`config.mk`:
```
export PLATFORM = sky130hd
export DESIGN_NAME = hamming_enc_arbiter
export DESIGN_NICKNAME = d
export VERILOG_FILES = /design/src/rtl/hamming_enc_arbiter.sv
export SDC_FILE = /design/constraint.sdc
export NUM_CORES = 1
export LEC_CHECK = 0
export CAP_MARGIN = 0
export CORE_AREA = 2 2 76 93
export CTS_CLUSTER_DIAMETER = 150
export CTS_CLUSTER_SIZE = 16
export DETAILED_ROUTE_END_ITERATION = 7
export DIE_AREA = 0 0 78 95
export DONT_BUFFER_PORTS = 1
export GPL_ROUTABILITY_DRIVEN = 0
export HOLD_SLACK_MARGIN = 0.03
export MAX_ROUTING_LAYER = met4
export PLACE_DENSITY_LB_ADDON = 0.08
export SLEW_MARGIN = 10
export SYNTH_ARGS = -nofsm -noshare
export SYNTH_HDL_FRONTEND = slang
export SYNTH_SLANG_ARGS = --single-unit
```
`constraint.sdc`:
```
create_clock -name clk -period 1.6 [get_ports clk]
set_clock_uncertainty 0.1 [all_clocks]
set_input_delay 0.24 -clock clk [delete_from_list [all_inputs] [get_ports clk]]
set_output_delay 0.24 -clock clk [all_outputs]
set_load 0.01 [all_outputs]
```
`src/rtl/hamming_enc_arbiter.sv`:
```
// Round-robin front end that time-shares one registered Hamming(7,4) encoder
// among NREQ requesters, returning each checked codeword tagged with its source.
module hamming_enc_arbiter #(
  parameter int NREQ  = 4,
  parameter int CNT_W = 16,
  localparam int ID_W = (NREQ > 2) ? $clog2(NREQ) : 1
) (
  input  logic              clk,
  input  logic              rst,
  input  logic [NREQ-1:0]   req_valid,
  input  logic [4*NREQ-1:0] req_data,
  output logic [NREQ-1:0]   req_ready,
  output logic              enc_en,
  output logic [3:0]        enc_data,
  input  logic [6:0]        enc_code,
  output logic              out_valid,
  input  logic              out_ready,
  output logic [6:0]        out_code,
  output logic [ID_W-1:0]   out_id,
  output logic [CNT_W-1:0]  word_cnt,
  output logic              enc_err
);

  typedef enum logic [1:0] {IDLE, ISSUE, WAIT, OUT} state_t;

  state_t           r_state, w_next;
  logic [ID_W-1:0]  r_rr_ptr;
  logic [ID_W-1:0]  r_out_id;
  logic [3:0]       r_hold_data;
  logic [6:0]       r_out_code;
  logic [CNT_W-1:0] r_word_cnt;
  logic             r_enc_err;

  logic             w_found;
  logic [ID_W-1:0]  w_win;
  logic             w_req_hs;
  logic             w_out_hs;
  logic [2:0]       w_syn;
  logic             w_bad;
  logic [ID_W-1:0]  w_rr_next;

  // Scan from rr_ptr upward, wrapping at NREQ; first pending requester wins.
  always_comb begin
    int idx;
    w_found = 1'b0;
    w_win   = '0;
    idx     = 0;
    for (int k = 0; k < NREQ; k++) begin
      idx = int'(r_rr_ptr) + k;
      if (idx >= NREQ) idx = idx - NREQ;
      if (!w_found && req_valid[idx]) begin
        w_found = 1'b1;
        w_win   = ID_W'(idx);
      end
    end
  end

  assign req_ready = (r_state == IDLE && w_found) ? (NREQ'(1) << w_win) : '0;
  assign w_req_hs  = (r_state == IDLE) && w_found;
  assign w_out_hs  = (r_state == OUT) && out_ready;

  assign w_syn = {enc_code[3] ^ enc_code[4] ^ enc_code[5] ^ enc_code[6],
                  enc_code[1] ^ enc_code[2] ^ enc_code[5] ^ enc_code[6],
                  enc_code[0] ^ enc_code[2] ^ enc_code[4] ^ enc_code[6]};
  assign w_bad = (w_syn != 3'b000) ||
                 ({enc_code[6], enc_code[5], enc_code[4], enc_code[2]} != r_hold_data);

  assign w_rr_next = (r_out_id == ID_W'(NREQ - 1)) ? '0 : r_out_id + 1'b1;

  always_ff @(posedge clk or posedge rst) begin
    if (rst) r_state <= IDLE;
    else     r_state <= w_next;
  end

  always_comb begin
    w_next = r_state;
    case (r_state)
      IDLE:    if (w_req_hs) w_next = ISSUE;
      ISSUE:   w_next = WAIT;
      WAIT:    w_next = OUT;
      OUT:     if (out_ready) w_next = IDLE;
      default: w_next = IDLE;
    endcase
  end

  always_ff @(posedge clk or posedge rst) begin
    if (rst) begin
      r_rr_ptr    <= '0;
      r_out_id    <= '0;
      r_hold_data <= '0;
      r_out_code  <= '0;
      r_word_cnt  <= '0;
      r_enc_err   <= 1'b0;
    end else begin
      if (w_req_hs) begin
        r_hold_data <= req_data[4*w_win +: 4];
        r_out_id    <= w_win;
      end
      if (r_state == WAIT) begin
        r_out_code <= enc_code;
        if (w_bad) r_enc_err <= 1'b1;
      end
      if (w_out_hs) begin
        r_word_cnt <= r_word_cnt + 1'b1;
        r_rr_ptr   <= w_rr_next;
      end
    end
  end

  // hold_data is only reloaded at a grant, so enc_data stays put through WAIT.
  assign enc_en    = (r_state == ISSUE);
  assign enc_data  = r_hold_data;
  assign out_valid = (r_state == OUT);
  assign out_code  = r_out_code;
  assign out_id    = r_out_id;
  assign word_cnt  = r_word_cnt;
  assign enc_err   = r_enc_err;

endmodule

```
==> metrics.cfg, run 1 <==
[timing]
rsz0062_at_grt=true
layout_setup_ws_ps=-271
setup_viol=8
finalHoldViolations=0
final_min_period_over_clock_period_pct=117
worst_pin_slew_ps=759
slew_viol_final=0
relSlewSlack_pct=49.2
layout_min_cycle_time_ps=1870
whs_ps=102
setup_tns_ps=-1460
fmax_mhz=535

[detailed_routing]
wl_per_cell_um=16.0
ant_nets=0
drt_wl_total_mm=5.12
vias_per_cell=5.03
num_vias=1610
drt_iter0_drc=29
dr.pass1.iters=4
drc=0

[flow_run]
drv_cap=0

[placement]
dp.cells=292
port_buffers=0
hpwlAfterDp_mm=3.69
dpl_worst_slack_ps=-246

[logic_synthesis]
ys_warn_count=0
postSynthCellCount=180
synth_edf_count=0
synth_top_area_share_pct=44.6
postSynthAreaPerCell_um2=10.6
synth_ff_type=dfrtp_1
async_flop_share_pct=100
ys_ff_latch=34
synth_seq_area_share_pct=44.6
synth.distinct_cells=38
syn_nets=216
netlist_area_um2=1910
synth_area_leaders=dfrtp_1 45%, xnor2_1 5.5%, mux2_2 5.3%, nor3b_1 4.3%, ha_1 3.9%
synth_top_cell_by_area=dfrtp_1

[grt]
grt_max_degree=14
grt.total_usage_pct=13.9
grt_pass1_vias=1712
antenna_found_initial=0
grt.overflow.total=0
grt_pass1_wl_mm=7.84

[setup_path]
worst_path_max_delay_cell=dfrtp_1
crit_family=simple AND/OR/NAND/NOR gates
timing_worst_setup_path_type=reg2out
cp-end-kind=output port
path_buf_inv=2
arrival_ps=1530
worst-path-max-fanout=3
max_stage_delay_ps=400
critical_path.cell_chain=nand2b_1 -> buf_4 -> a21oi_4 -> buf_6 -> nor2_4 -> nor3_4
cp_data_required_time_ps=1260
start_kind=register

[floorplanning]
io_pins=66
dieWidth_um=78
core_area_um2=6610
dieArea_um2=7410
rows=33
die_h_um=95
initial_core_util_pct=28.9

[power]
vdd_drop_max_mv=0.735
p_leak_nw=1.19
p_per_area_nw_per_um2=1580

[status]
outcome=finished with violations
failed_checks=negative setup slack

[layout]
area_growth_pct=47.1
fin_nets=268
drive_gt1_share_pct=45.5
finalNonFillerCells=320
antenna_cells=0

[clock_tree]
numCtsBuffers=5
clkLatencyLatePin_ps=280
cts_tree=yes
htreeDepth=2
clk_pin_slew_ps=70
cts.sinks=34
cts_buffer_depth=2
clockRootBuffer=clkbuf_8

[hold_path]
hold_path_class=in2reg

-- where the power goes --
| group | leakage [nW] | internal [W] | switching [W] |
|---|---|---|---|
| clock network | 0.0585 | 0.000508 | 0.000304 |
| registers | 0.426 | 0.00115 | 0.000315 |
| logic | 0.710 | 0.00113 | 0.00103 |
-- Yosys cell counts, types with 3 or more instances --
cell type,number
or2_2,3
nor3_1,6
dfrtp_1,34
ha_1,6
xor2_1,6
and3b_1,3
nor3b_1,11
o21ai_0,7
xnor2_1,12
nand3_1,5
buf_2,3
mux2_2,9
o21bai_1,4
and3_1,4
nor2_1,5
o31ai_1,5
inv_1,6
a211oi_1,9
nand2_1,17
-- cell usage in the layout (no fill, tap or decap), types with 7 or more instances in the layout --
cell / count
nand2_1: 13
dlygate4sd3_1: 8
mux2_2: 9
buf_4: 35
xnor2_1: 12
dfrtp_1: 31
o21ai_0: 7
-- cell type report --
class                   count  area, µm²
clock buffers               7       86.3
clock inverters             1       30.0
fillers                   659       3800
multi-input cells         135       1270
well taps                  87        109
flip-flops and latches     34        855
repair buffers             50        430
inverters                   6       22.5
-- stage by stage --
step	power, W	cell area (µm²)	utilization, %
floorplan	0.00249	1970	-
global placement	0.00304	2290	34.6
detailed placement	0.00310	2290	34.6
CTS	0.00420	2620	39.6
global route	0.00475	2810	42.5
finish	0.00443	2810	42.5
-- timing repair --
item,CTS,global route
endpoints found under the setup margin,23,18
pin swaps,11,18
endpoints found under the hold margin,18,0
setup buffers,5,7
hold buffers,8,0
gates cloned,0,0
gates resized for setup,21,29
-- flip-flops by register name, indices dropped and copies added (netlist names) --
signal	flops
enc_data	4
r_rr_ptr	2
out_id	2
enc_err	1
word_cnt	16
out_code	7
r_state	2
-- layer usage --
layer / track usage, % / share of wire [%]
met1: 14.6 / 38
met2: 24.9 / 56
met3: 4.02 / 4.6
met4: 4.68 / 1.6
met5: - / 0
-- worst paths after layout --
check	cells after the start	slack (ps)	startpoint	endpoint
min in group asynchronous	2	320	rst	word_cnt[11]
max in group asynchronous	3	500	rst	enc_data[3]
worst max-delay path	6	-270	r_rr_ptr[0]	req_ready[1]
worst min-delay path	3	100	out_ready	word_cnt[2]
worst max register to register	6	-130	r_rr_ptr[0]	enc_data[0]
worst min register to register	1	440	word_cnt[15]	word_cnt[15]
-- cells by family after synthesis --
| group | share of synthesized area, % |
|---|---|
| simple gates | 18.9 |
| compound gates | 13.9 |
| flops | 44.6 |
| xor+xnor | 8.26 |
| buf+inv | 2.75 |
| mux | 7.67 |
| fa+ha+maj | 3.93 |
-- worst reg2reg max path, stage by stage (launching register included) --
cell and delay [ps]:
dfrtp_1 400, and2b_1 240, a311oi_4 50, or2_4 330
buf_4 150, a211oi_2 260, o31ai_1 90
Note: power is estimated with default switching activity, not from simulation.
==> run 2: changes to the inputs <==
- GPL_ROUTABILITY_DRIVEN: 0 -> not set
- clock period: 1.6 -> 1.9 ns (I/O delays scaled with it)
==> metrics.cfg, run 2 (synthesized netlist as in run 1, its figures left out) <==
[timing]
setup_viol=3  ; -5
worst_pin_slew_ps=488  ; -270 ps
fmax_mhz=515
rsz0062_at_grt=true
slew_viol_final=0  ; unchanged
setup_tns_ps=-102  ; +1360 ps
layout_setup_ws_ps=-42.0  ; +229 ps
finalHoldViolations=0  ; unchanged
whs_ps=49.9  ; -52.4 ps
relSlewSlack_pct=67.4  ; +18 points
layout_min_cycle_time_ps=1940
final_min_period_over_clock_period_pct=102

[layout]
final_area_um2=2400  ; -14%
finalNonFillerCells=298  ; -6.9%
area_growth_pct=25.8
layout_commonest_cell=dfrtp_1
layout_common_cells=33 x dfrtp_1, 27 x buf_4, 17 x nand2_1, 12 x xnor2_1, 11 x nor3b_1
antenna_cells=0  ; unchanged
fin_nets=246  ; -8.2%
drive_gt1_share_pct=32.2  ; -13 points
largest_reg_flops=16  ; unchanged

[placement]
dpl_worst_slack_ps=-107  ; +139 ps
dp.cells=280  ; -4.1%
place_area_um2=2130  ; -6.9%
port_buffers=0  ; unchanged
hpwlAfterDp_mm=3.66  ; -0.77%
gp_congestion=0.742

[power]
p_leak_nw=1.03  ; -14%
clkPwrFrac_pct=17.0  ; -1.3 points
seqPwrFrac_pct=39.4  ; +6.4 points
power_switching_w=0.00122  ; -26%
p_per_area_nw_per_um2=1330  ; -16%
switching_share_pct=38.2  ; +0.90 points
combPwrFrac_pct=43.6  ; -5.1 points
intPower_w=0.00198  ; -29%
vdd_drop_max_mv=0.613  ; -17%

[setup_path]
cp_data_required_time_ps=1510  ; +250 ps
crit_path_start=r_rr_ptr[0]
cp-end-kind=output port
worst-path-max-fanout=4  ; +1
start_kind=register
arrival_ps=1560  ; +30 ps
r2r-start=r_rr_ptr[0]
timing_worst_setup_path_type=reg2out

[flow_run]
drv_cap=0  ; unchanged

[hold_path]
hold_path_class=in2reg
hp-start=enc_code[6]

[detailed_routing]
drc=0  ; unchanged
vias_per_cell=5.00  ; -0.55%
num_vias=1491  ; -7.4%
wl_per_cell_um=16.2  ; +1.5%
ant_nets=0  ; unchanged
drt_iter0_drc=37  ; +28%
dr.pass1.iters=4  ; unchanged
drt_wl_total_mm=4.84  ; -5.4%

[clock_tree]
cts_tree=yes
clk_pin_slew_ps=70  ; about the same
clockRootBuffer=clkbuf_8
cts_buffer_depth=2  ; unchanged
htreeDepth=2  ; unchanged
numCtsBuffers=5  ; unchanged
clkLatencyLatePin_ps=280  ; about the same
cts.sinks=34  ; unchanged

[floorplanning]
initial_core_util_pct=28.9  ; unchanged
core_area_um2=6610  ; unchanged
dieWidth_um=78  ; unchanged
rows=33  ; unchanged
dieArea_um2=7410  ; unchanged
die_h_um=95  ; unchanged
io_pins=66  ; unchanged

[grt]
grt_pass1_wl_mm=7.60  ; -3.0%
grt.overflow.total=0  ; unchanged
antenna_found_initial=0  ; unchanged
grt.total_usage_pct=13.8  ; -0.073 points
grt_pass1_vias=1563  ; -8.7%
grt_max_degree=35  ; +21

[status]
failed_checks=negative setup slack
outcome=finished with violations

run 2: cell types whose count changed in the layout (fill, tap and decap cells not counted), moves of 4 or more:
cell           before  now
nor3b_2             5    0
buf_4              35   27
buf_6               6    0
nand2_1            13   17
nor3_2              0    4
dlygate4sd3_1       8    1
nor3_4              4    0
nor3b_1             6   11
run 2: power groups by stage:
stage                     combinational [W]  sequential [W]  clock (W)
after CTS                           0.00130         0.00127   0.000574
after floorplan                    0.000786         0.00124          0
after global placement              0.00109         0.00127          0
final                               0.00140         0.00126   0.000546
after detailed placement            0.00112         0.00128          0
after global routing                0.00155         0.00130   0.000613
run 2: per-stage QoR:
stage / power, W / util [%]
CTS: 0.00314 / 35.4
global placement: 0.00236 / 32.2
detailed placement: 0.00240 / 32.2
global route: 0.00346 / 36.3
finish: 0.00320 / 36.3
floorplan: 0.00202 / -
run 2: final timing paths:
path / depth (start not counted) / endpoint / slack (ps)
setup / recovery: 5 / req_ready[3] / -40
hold / removal: 1 / out_code[6] / 50
setup reg to reg: 7 / enc_data[2] / 80
hold reg to reg: 1 / word_cnt[15] / 440
max in group asynchronous: 3 / r_rr_ptr[1] / 920
min in group asynchronous: 3 / word_cnt[3] / 430
run 2: worst max-delay path, stage by stage (launching register included):
cell	delay, ps
dfrtp_1	410
and2b_1	260
a311oi_4	50
or2_4	260
nor3_2	150
buf_4	140
run 2: layer usage:
metal  vias up  track usage (%)  part of all wire (%)  routed length, µm
met5         -                -                     0                  0
met4         0             5.56                   1.8                 85
met3         8             4.78                   6.1                293
met2        47             23.5                    52               2520
met1       729             14.8                    40               1940
li1        707                -                     -                  -
run 2: repair_timing:
| item | CTS | global route |
|---|---|---|
| hold endpoints to repair | 34 | 0 |
| pin swaps | 9 | 0 |
| resized for setup | 12 | 7 |
| hold buffers | 1 | 0 |
| buffers inserted | 6 | 3 |
| endpoints found under the setup margin | 8 | 7 |
run 2: cell type report:
class | instances | area (µm²)
Fill cell | 689 | 4210
Inverter | 6 | 22.5
Multi-Input combinational cell | 135 | 1110
Clock inverter | 1 | 5.00
Timing Repair Buffer | 28 | 213
Sequential cell | 34 | 852
Clock buffer | 7 | 86.3
Tap cell | 87 | 109
